--- src/rtl/arb_xfer_port.sv ---
// arb_xfer_port
// -------------
// Transfer stage behind the 4-way request/grant arbiter. The client that
// currently holds the grant writes words into a small show-ahead FIFO. Each
// entry is tagged with its source ID. The FIFO head drives one shared output
// port. Every grant is counted as a burst: burst_len and burst_done report the
// word count when the grant ends. A sticky error flag catches non-one-hot
// grants.
//
// Handshake rule (applies to every valid/ready pair in this block):
//   A word moves on a rising edge of clk exactly when valid and ready are both
//   high in the cycle before that edge. valid never depends on ready. The
//   producer holds its data stable while valid is high and ready is low.
//
// Ports
//   clk, reset                  clock; synchronous active-high reset
//   gnt_0..gnt_3                grants from arbiter (one-hot or zero)
//   data_0..data_3              client write data, DATA_W bits
//   valid_0..valid_3            client word valid
//   ready_0..ready_3            word accepted when valid_x && ready_x
//   out_data, out_src           FIFO head data / source ID (0 when empty)
//   out_valid, out_ready        output handshake (out_valid = FIFO non-empty)
//   burst_len                   word count of the last completed grant
//   burst_done                  one-cycle pulse when a grant ends
//   err_multi_gnt               sticky multi-grant error, cleared by reset
//   dbg_state                   current FSM state (0 idle, 1 busy, 2 error)

module arb_xfer_port #(
  parameter int DATA_W     = 8,
  parameter int FIFO_DEPTH = 4,
  parameter int CNT_W      = 8
) (
  input  logic              clk,
  input  logic              reset,
  input  logic              gnt_0,
  input  logic              gnt_1,
  input  logic              gnt_2,
  input  logic              gnt_3,
  input  logic [DATA_W-1:0] data_0,
  input  logic [DATA_W-1:0] data_1,
  input  logic [DATA_W-1:0] data_2,
  input  logic [DATA_W-1:0] data_3,
  input  logic              valid_0,
  input  logic              valid_1,
  input  logic              valid_2,
  input  logic              valid_3,
  output logic              ready_0,
  output logic              ready_1,
  output logic              ready_2,
  output logic              ready_3,
  output logic [DATA_W-1:0] out_data,
  output logic [1:0]        out_src,
  output logic              out_valid,
  input  logic              out_ready,
  output logic [CNT_W-1:0]  burst_len,
  output logic              burst_done,
  output logic              err_multi_gnt,
  output logic [1:0]        dbg_state
);

  localparam int AW = $clog2(FIFO_DEPTH);
  localparam int EW = DATA_W + 2;

  typedef enum logic [1:0] {
    ST_IDLE = 2'd0,
    ST_BUSY = 2'd1,
    ST_ERR  = 2'd2
  } state_e;

  // ---------------------------------------------------------------------------
  // Grant decode
  // ---------------------------------------------------------------------------
  logic [3:0] gnt_vec;
  logic [3:0] valid_vec;
  logic [2:0] gnt_cnt;
  logic       gnt_one;
  logic       gnt_multi;
  logic [1:0] gnt_id;

  assign gnt_vec   = {gnt_3, gnt_2, gnt_1, gnt_0};
  assign valid_vec = {valid_3, valid_2, valid_1, valid_0};
  assign gnt_cnt   = {2'b00, gnt_0} + {2'b00, gnt_1} + {2'b00, gnt_2} + {2'b00, gnt_3};
  assign gnt_one   = (gnt_cnt == 3'd1);
  assign gnt_multi = (gnt_cnt >= 3'd2);

  // gnt_id is only meaningful when gnt_one is set.
  always_comb begin
    gnt_id = 2'd0;
    if (gnt_1) gnt_id = 2'd1;
    if (gnt_2) gnt_id = 2'd2;
    if (gnt_3) gnt_id = 2'd3;
  end

  // ---------------------------------------------------------------------------
  // FIFO state
  // ---------------------------------------------------------------------------
  logic [EW-1:0] mem_q [FIFO_DEPTH];
  logic [AW:0]   wr_ptr_q;
  logic [AW:0]   rd_ptr_q;
  logic          fifo_full;
  logic          fifo_empty;
  logic [EW-1:0] head;

  // The MSB of each pointer is a wrap bit. The pointers are full when the
  // addresses match but the wrap bits differ.
  assign fifo_empty = (wr_ptr_q == rd_ptr_q);
  assign fifo_full  = (wr_ptr_q[AW-1:0] == rd_ptr_q[AW-1:0]) &&
                      (wr_ptr_q[AW] != rd_ptr_q[AW]);
  assign head       = mem_q[rd_ptr_q[AW-1:0]];

  // ---------------------------------------------------------------------------
  // FSM state registers (declared here because ready depends on them)
  // ---------------------------------------------------------------------------
  state_e           state_q;
  logic [1:0]       src_q;
  logic [CNT_W-1:0] cnt_q;
  logic [CNT_W-1:0] burst_len_q;
  logic             burst_done_q;
  logic             err_q;

  // ---------------------------------------------------------------------------
  // Input acceptance
  // ---------------------------------------------------------------------------
  logic             accept_ok;
  logic [3:0]       ready_vec;
  logic             push;
  logic             pop;
  logic [DATA_W-1:0] push_data;

  // A multi-grant cycle is blocked at once, not only from the next cycle when
  // the FSM reaches ST_ERR. This keeps at most one client ready in any cycle.
  // A full FIFO blocks input even if the head pops in the same cycle. Reset
  // blocks everything.
  assign accept_ok = !reset && !fifo_full && (state_q != ST_ERR) && !gnt_multi;
  assign ready_vec = gnt_vec & {4{accept_ok}};
  assign ready_0   = ready_vec[0];
  assign ready_1   = ready_vec[1];
  assign ready_2   = ready_vec[2];
  assign ready_3   = ready_vec[3];

  assign push = |(ready_vec & valid_vec);
  assign pop  = !fifo_empty && out_ready;

  always_comb begin
    push_data = data_0;
    case (gnt_id)
      2'd1:    push_data = data_1;
      2'd2:    push_data = data_2;
      2'd3:    push_data = data_3;
      default: push_data = data_0;
    endcase
  end

  // ---------------------------------------------------------------------------
  // FIFO update
  // ---------------------------------------------------------------------------
  always_ff @(posedge clk) begin
    if (reset) begin
      wr_ptr_q <= '0;
      rd_ptr_q <= '0;
    end else begin
      if (push) wr_ptr_q <= wr_ptr_q + (AW+1)'(1);
      if (pop)  rd_ptr_q <= rd_ptr_q + (AW+1)'(1);
    end
  end

  // Storage is not reset. Reading is masked by fifo_empty, so stale entries
  // never reach the outputs.
  always_ff @(posedge clk) begin
    if (push) mem_q[wr_ptr_q[AW-1:0]] <= {gnt_id, push_data};
  end

  assign out_valid = !fifo_empty;
  assign out_data  = fifo_empty ? '0 : head[DATA_W-1:0];
  assign out_src   = fifo_empty ? 2'd0 : head[EW-1 -: 2];

  // ---------------------------------------------------------------------------
  // Burst accounting FSM
  // ---------------------------------------------------------------------------
  logic [CNT_W-1:0] cnt_load;
  logic [CNT_W-1:0] cnt_step;

  // cnt_load: the counter value at the start of a new burst. It already
  // includes a word accepted in the burst's first granted cycle.
  assign cnt_load = push ? CNT_W'(1) : '0;
  // cnt_step: the counter saturates at all-ones instead of wrapping.
  assign cnt_step = (push && (cnt_q != {CNT_W{1'b1}})) ? cnt_q + CNT_W'(1) : cnt_q;

  always_ff @(posedge clk) begin
    if (reset) begin
      state_q      <= ST_IDLE;
      src_q        <= 2'd0;
      cnt_q        <= '0;
      burst_len_q  <= '0;
      burst_done_q <= 1'b0;
      err_q        <= 1'b0;
    end else begin
      burst_done_q <= 1'b0;
      if (gnt_multi) begin
        // Any state goes to ST_ERR. The burst that was open is dropped
        // without a done pulse.
        state_q <= ST_ERR;
        err_q   <= 1'b1;
      end else begin
        case (state_q)
          ST_IDLE: begin
            if (gnt_one) begin
              state_q <= ST_BUSY;
              src_q   <= gnt_id;
              cnt_q   <= cnt_load;
            end
          end
          ST_BUSY: begin
            if (!gnt_one) begin
              // All grants are low. The last granted cycle is already
              // counted in cnt_q.
              state_q      <= ST_IDLE;
              burst_done_q <= 1'b1;
              burst_len_q  <= cnt_q;
            end else if (gnt_id != src_q) begin
              // Handover with no idle cycle: close the old burst and open
              // the new one on this edge.
              burst_done_q <= 1'b1;
              burst_len_q  <= cnt_q;
              src_q        <= gnt_id;
              cnt_q        <= cnt_load;
            end else begin
              cnt_q <= cnt_step;
            end
          end
          ST_ERR:  state_q <= ST_ERR;
          default: state_q <= ST_IDLE;
        endcase
      end
    end
  end

  assign burst_len     = burst_len_q;
  assign burst_done    = burst_done_q;
  assign err_multi_gnt = err_q;
  assign dbg_state     = state_q;

endmodule

--- config.mk ---
export PLATFORM = sky130hd
export DESIGN_NAME = arb_xfer_port
export DESIGN_NICKNAME = d
export VERILOG_FILES = /design/src/rtl/arb_xfer_port.sv
export SDC_FILE = /design/constraint.sdc
export NUM_CORES = 1
export LEC_CHECK = 0
export BUFFER_PORTS_ARGS = -buffer_cell sky130_fd_sc_hd__buf_4
export CAP_MARGIN = 20
export CORE_ASPECT_RATIO = 0.8
export CORE_MARGIN = 4
export CORE_UTILIZATION = 57
export CTS_CLUSTER_SIZE = 14
export DETAILED_ROUTE_END_ITERATION = 16
export PLACE_DENSITY = 0.84
export REMOVE_ABC_BUFFERS = 1
export SYNTH_ARGS = -nofsm -noshare
export SYNTH_HDL_FRONTEND = slang
export SYNTH_SLANG_ARGS = --single-unit
--- constraint.sdc ---
create_clock -name clk -period 7.7 [get_ports clk]
set_clock_uncertainty 0.05 [all_clocks]
set_input_delay 0.77 -clock clk [delete_from_list [all_inputs] [get_ports clk]]
set_output_delay 0.77 -clock clk [all_outputs]
set_load 0.1 [all_outputs]
==> metrics.md <==
| Metric | Value |
|---|---|
| Antenna-violating nets left | 0 |
| Final hold violations | 0 |
| Cell Area, Placed | between 0.003 and 0.004 mm^2 |
| Avg Inst Size Synth | roughly 12 um^2 |
| Die Y | approximately 77 um |
| Multi-input logic area | approximately 0.0014 mm^2 |
| Cts hold-fix bufs | 0 |
| Pleak | 1.61 nW |
| Hold Crit Depth | 2 |
| WP data arrival | between 3 and 4 ns |
| Worst Hold Class | flop to flop |
| CTS Root Cell | clkbuf_8 |
| Hold path startpoint | err_multi_gnt |
| Most common flop cell mapped by yosys | edfxtp_1 |
| GP Congestion | roughly 0.90 |
| Final Setup Violations | 0 |
| Hold slack final | 0.401 ns |
| Post-Place Setup Slack | ~3.5 ns |
| RR Endpoint | wr_ptr_q[2] |
| CTS clk-pin slew, worst paths | ~0.07 ns |
| Total Wirelength | roughly 7.4 mm |
| Period utilization | 0.524 |
| Unrepaired setup endpoints after global routing | false |
| CTS Buf Count | 9 |
| Routed len/inst | approximately 17 um |
| Syn Inst Count | about 290 |
| Initial Utilization | 0.600 |
| Yosys cell types | 45 |
| Nets | 404 |
| Drt first pass iters | 5 |
| Worst setup SP type | primary input |
| Number of enable flip-flop cells after synthesis | 40 |
| DR iter-0 viols | between 150 and 200 |
| Fin. max-slew vios | 0 |
| Grt ovf | 0 |
| Clock Latency Late Sink | 0.34 ns |
| Post-synthesis sequential area ratio | 0.538 |
| Area Growth Syn to Fin | 22.6% |
| Placeable Area | between 0.005 and 0.006 mm^2 |
| Share of layout cells above drive strength 1 | 0.281 |
| Ranking of synthesized cells by area | edfxtp_1, dfxtp_1, mux4_2 |
| H-Tree Level Count | 3 |
| Die Wd | roughly 94 um |
| Drt drc | 0 |
| CP endpoint kind | output port |
| Hold endpoint | err_multi_gnt |
| Run status | finished clean |
| Max Fanout on Critical Path | 22 |
| Reg area | around 0.0018 mm^2 |
| Peak VDD IR | about 0.16 mV |
| Yosys reg bits | 70 |
| Cell taking the most area after synthesis | edfxtp_1 |
| Setup ws final | roughly 3.7 ns |
| Cell area after layout | between 0.004 and 0.005 mm^2 |
| PD cells | between 200 and 250 mW/mm^2 |
| CTS sink count | 70 |
| Fmax | about 250 MHz |
| Gr usage total | 0.217 |
| # IOs | 70 |
| Slew headroom | 0.521 |
| Ys async rst share | 0 |
| Initial antenna violation count | 0 |
| FF-to-FF Start | wr_ptr_q[0] |
| Cell area after synthesis | around 0.0034 mm^2 |
| Crit path time final | 4.04 ns |
| Total setup buffers inserted after CTS | 0 |
| CTS tree | done |
| Global-route wire length before repair | about 12 mm |
| Pin count of the biggest net entering global routing | 39 |
| N_diodes | 0 |
| Worst R2R Setup Slack | 5.62 ns |
| Vias | 2,552 |
| Share of the synthesized area in the top cell type | 0.358 |
| Ys Warns | 0 |
| Vias per cell | 5.88 |
| Vias in the first global route | approximately 2.5k |
| CTS Buffer Depth | 2 |
| Post-cts gate resize count | 0 |
| PortBufs | 69 |
| Reg2Reg Depth | 5 |
| Actual slew at the worst max-slew pin | 0.718 ns |
| Fin Setup TNS | 0 ns |
| Total power | 0.000882 W |
| # rows | 24 |
| Critical path class | primary input to output port |
| Detailed Place HPWL | 5.30 mm |
| Filler instances | approximately 400 |
| DIE AREA | between 0.007 and 0.008 mm^2 |
| Max cap viols | 0 |
| WP data required | about 7 ns |
-- state kept, by name, summed over array words and instances (netlist names), named ones only --
name,flops
burst_len,8
burst_done,1
rd_ptr_q,3
cnt_q,8
wr_ptr_q,3
src_q,2
dbg_state,2
err_multi_gnt,1
mem_q,40
-- worst max-delay path: stages --
cell,delay [ns]
buf_4,0.11
inv_1,0.28
fa_1,0.61
inv_1,0.05
ha_1,0.19
inv_1,0.06
ha_1,0.24
nand2b_1,0.09
nor3b_1,0.34
and2_1,0.18
buf_4,0.28
-- placed cells by master (no fill, tap or decap), types with 4 or more instances in the layout --
cell / netlist / layout
buf_4: 0 / 70
edfxtp_1: 40 / 40
dfxtp_1: 30 / 30
and2_1: 20 / 20
nand2b_1: 18 / 18
o22ai_1: 17 / 17
a21oi_1: 16 / 16
nor2_1: 14 / 14
inv_1: 12 / 12
mux4_2: 10 / 10
mux2i_1: 9 / 9
ha_1: 9 / 9
clkbuf_8: 0 / 9
nand3_1: 7 / 7
and3_1: 7 / 7
nand2_1: 6 / 6
xor2_1: 5 / 5
xnor2_1: 5 / 5
nand4_1: 5 / 5
nor2b_1: 4 / 4
-- worst max path at each step --
| stage | slack, ns | end | cells past startpoint | from |
|---|---|---|---|---|
| 4_1_cts | 3.64 | ready_0 | 11 | gnt_3 |
| 3_3_place_gp | 3.59 | cnt_q[7] | 12 | gnt_3 |
| 6_report | 3.66 | ready_1 | 11 | gnt_3 |
| 3_5_place_dp | 3.46 | cnt_q[5] | 12 | gnt_3 |
| 5_1_grt | 3.41 | ready_0 | 11 | gnt_3 |
| 2_1_floorplan | 3.48 | mem_q[3][0] | 9 | gnt_3 |
-- synth_stat cells, types with 2 or more instances --
master and count:
nand2b_1 18, ha_1 9, a21oi_1 16, o22ai_1 17, or4_1 3, a311oi_1 2, nand2_1 6, nor3_1 2
mux2i_1 9, a22oi_1 2, o21ai_0 3, clkbuf_1 12, xor2_1 5, a31oi_1 2, dfxtp_1 30, nand3_1 7
mux4_2 10, and3_1 7, inv_1 12, nand4_1 5, xnor2_1 5, and2_1 20, nor2b_1 4, o211a_1 3
nor2_1 14, edfxtp_1 40, mux2_2 2, buf_1 2, nor4b_1 2
-- cells by family (layout without fill, tap and decap cells) --
family | after synthesis | after routing | share of synthesized area
simple gates | 95 | 95 | 0.165
xor+xnor | 10 | 10 | 0.0261
fa+ha+maj | 10 | 10 | 0.0396
compound gates | 52 | 52 | 0.100
mux | 21 | 21 | 0.101
flops | 70 | 70 | 0.538
buf+inv | 27 | 98 | 0.0306
-- cell type report --
cell class | instances | share of cell area
clock buffer | 9 | 0.0302
clock inverter | 7 | 0.0158
inverter | 12 | 0.0110
multi-input combinational | 188 | 0.353
sequential | 70 | 0.439
tap | 78 | 0.0238
timing repair buffer | 70 | 0.128
-- through the flow --
step	util	cells
after floorplan	-	270
after global placement	0.701	418
after detailed placement	0.701	418
after CTS	0.735	434
after global routing	0.735	434
final	0.735	434
-- metal layers --
layer,part of all wire,track usage,routed length [um],vias up
met1,0.44,0.299,3250,1229
met2,0.46,0.327,3440,114
met4,0.019,0.0620,144,0
li1,-,-,-,1193
met5,0,0,0,-
met3,0.080,0.0701,594,16
-- power by group --
part	switching (W)	total (W)	internal [W]
Clock	0.000135	0.000282	0.000147
Combinational	0.000127	0.000186	0.0000585
Sequential	0.00000935	0.000414	0.000404
Power figures use the tool's default switching activity.
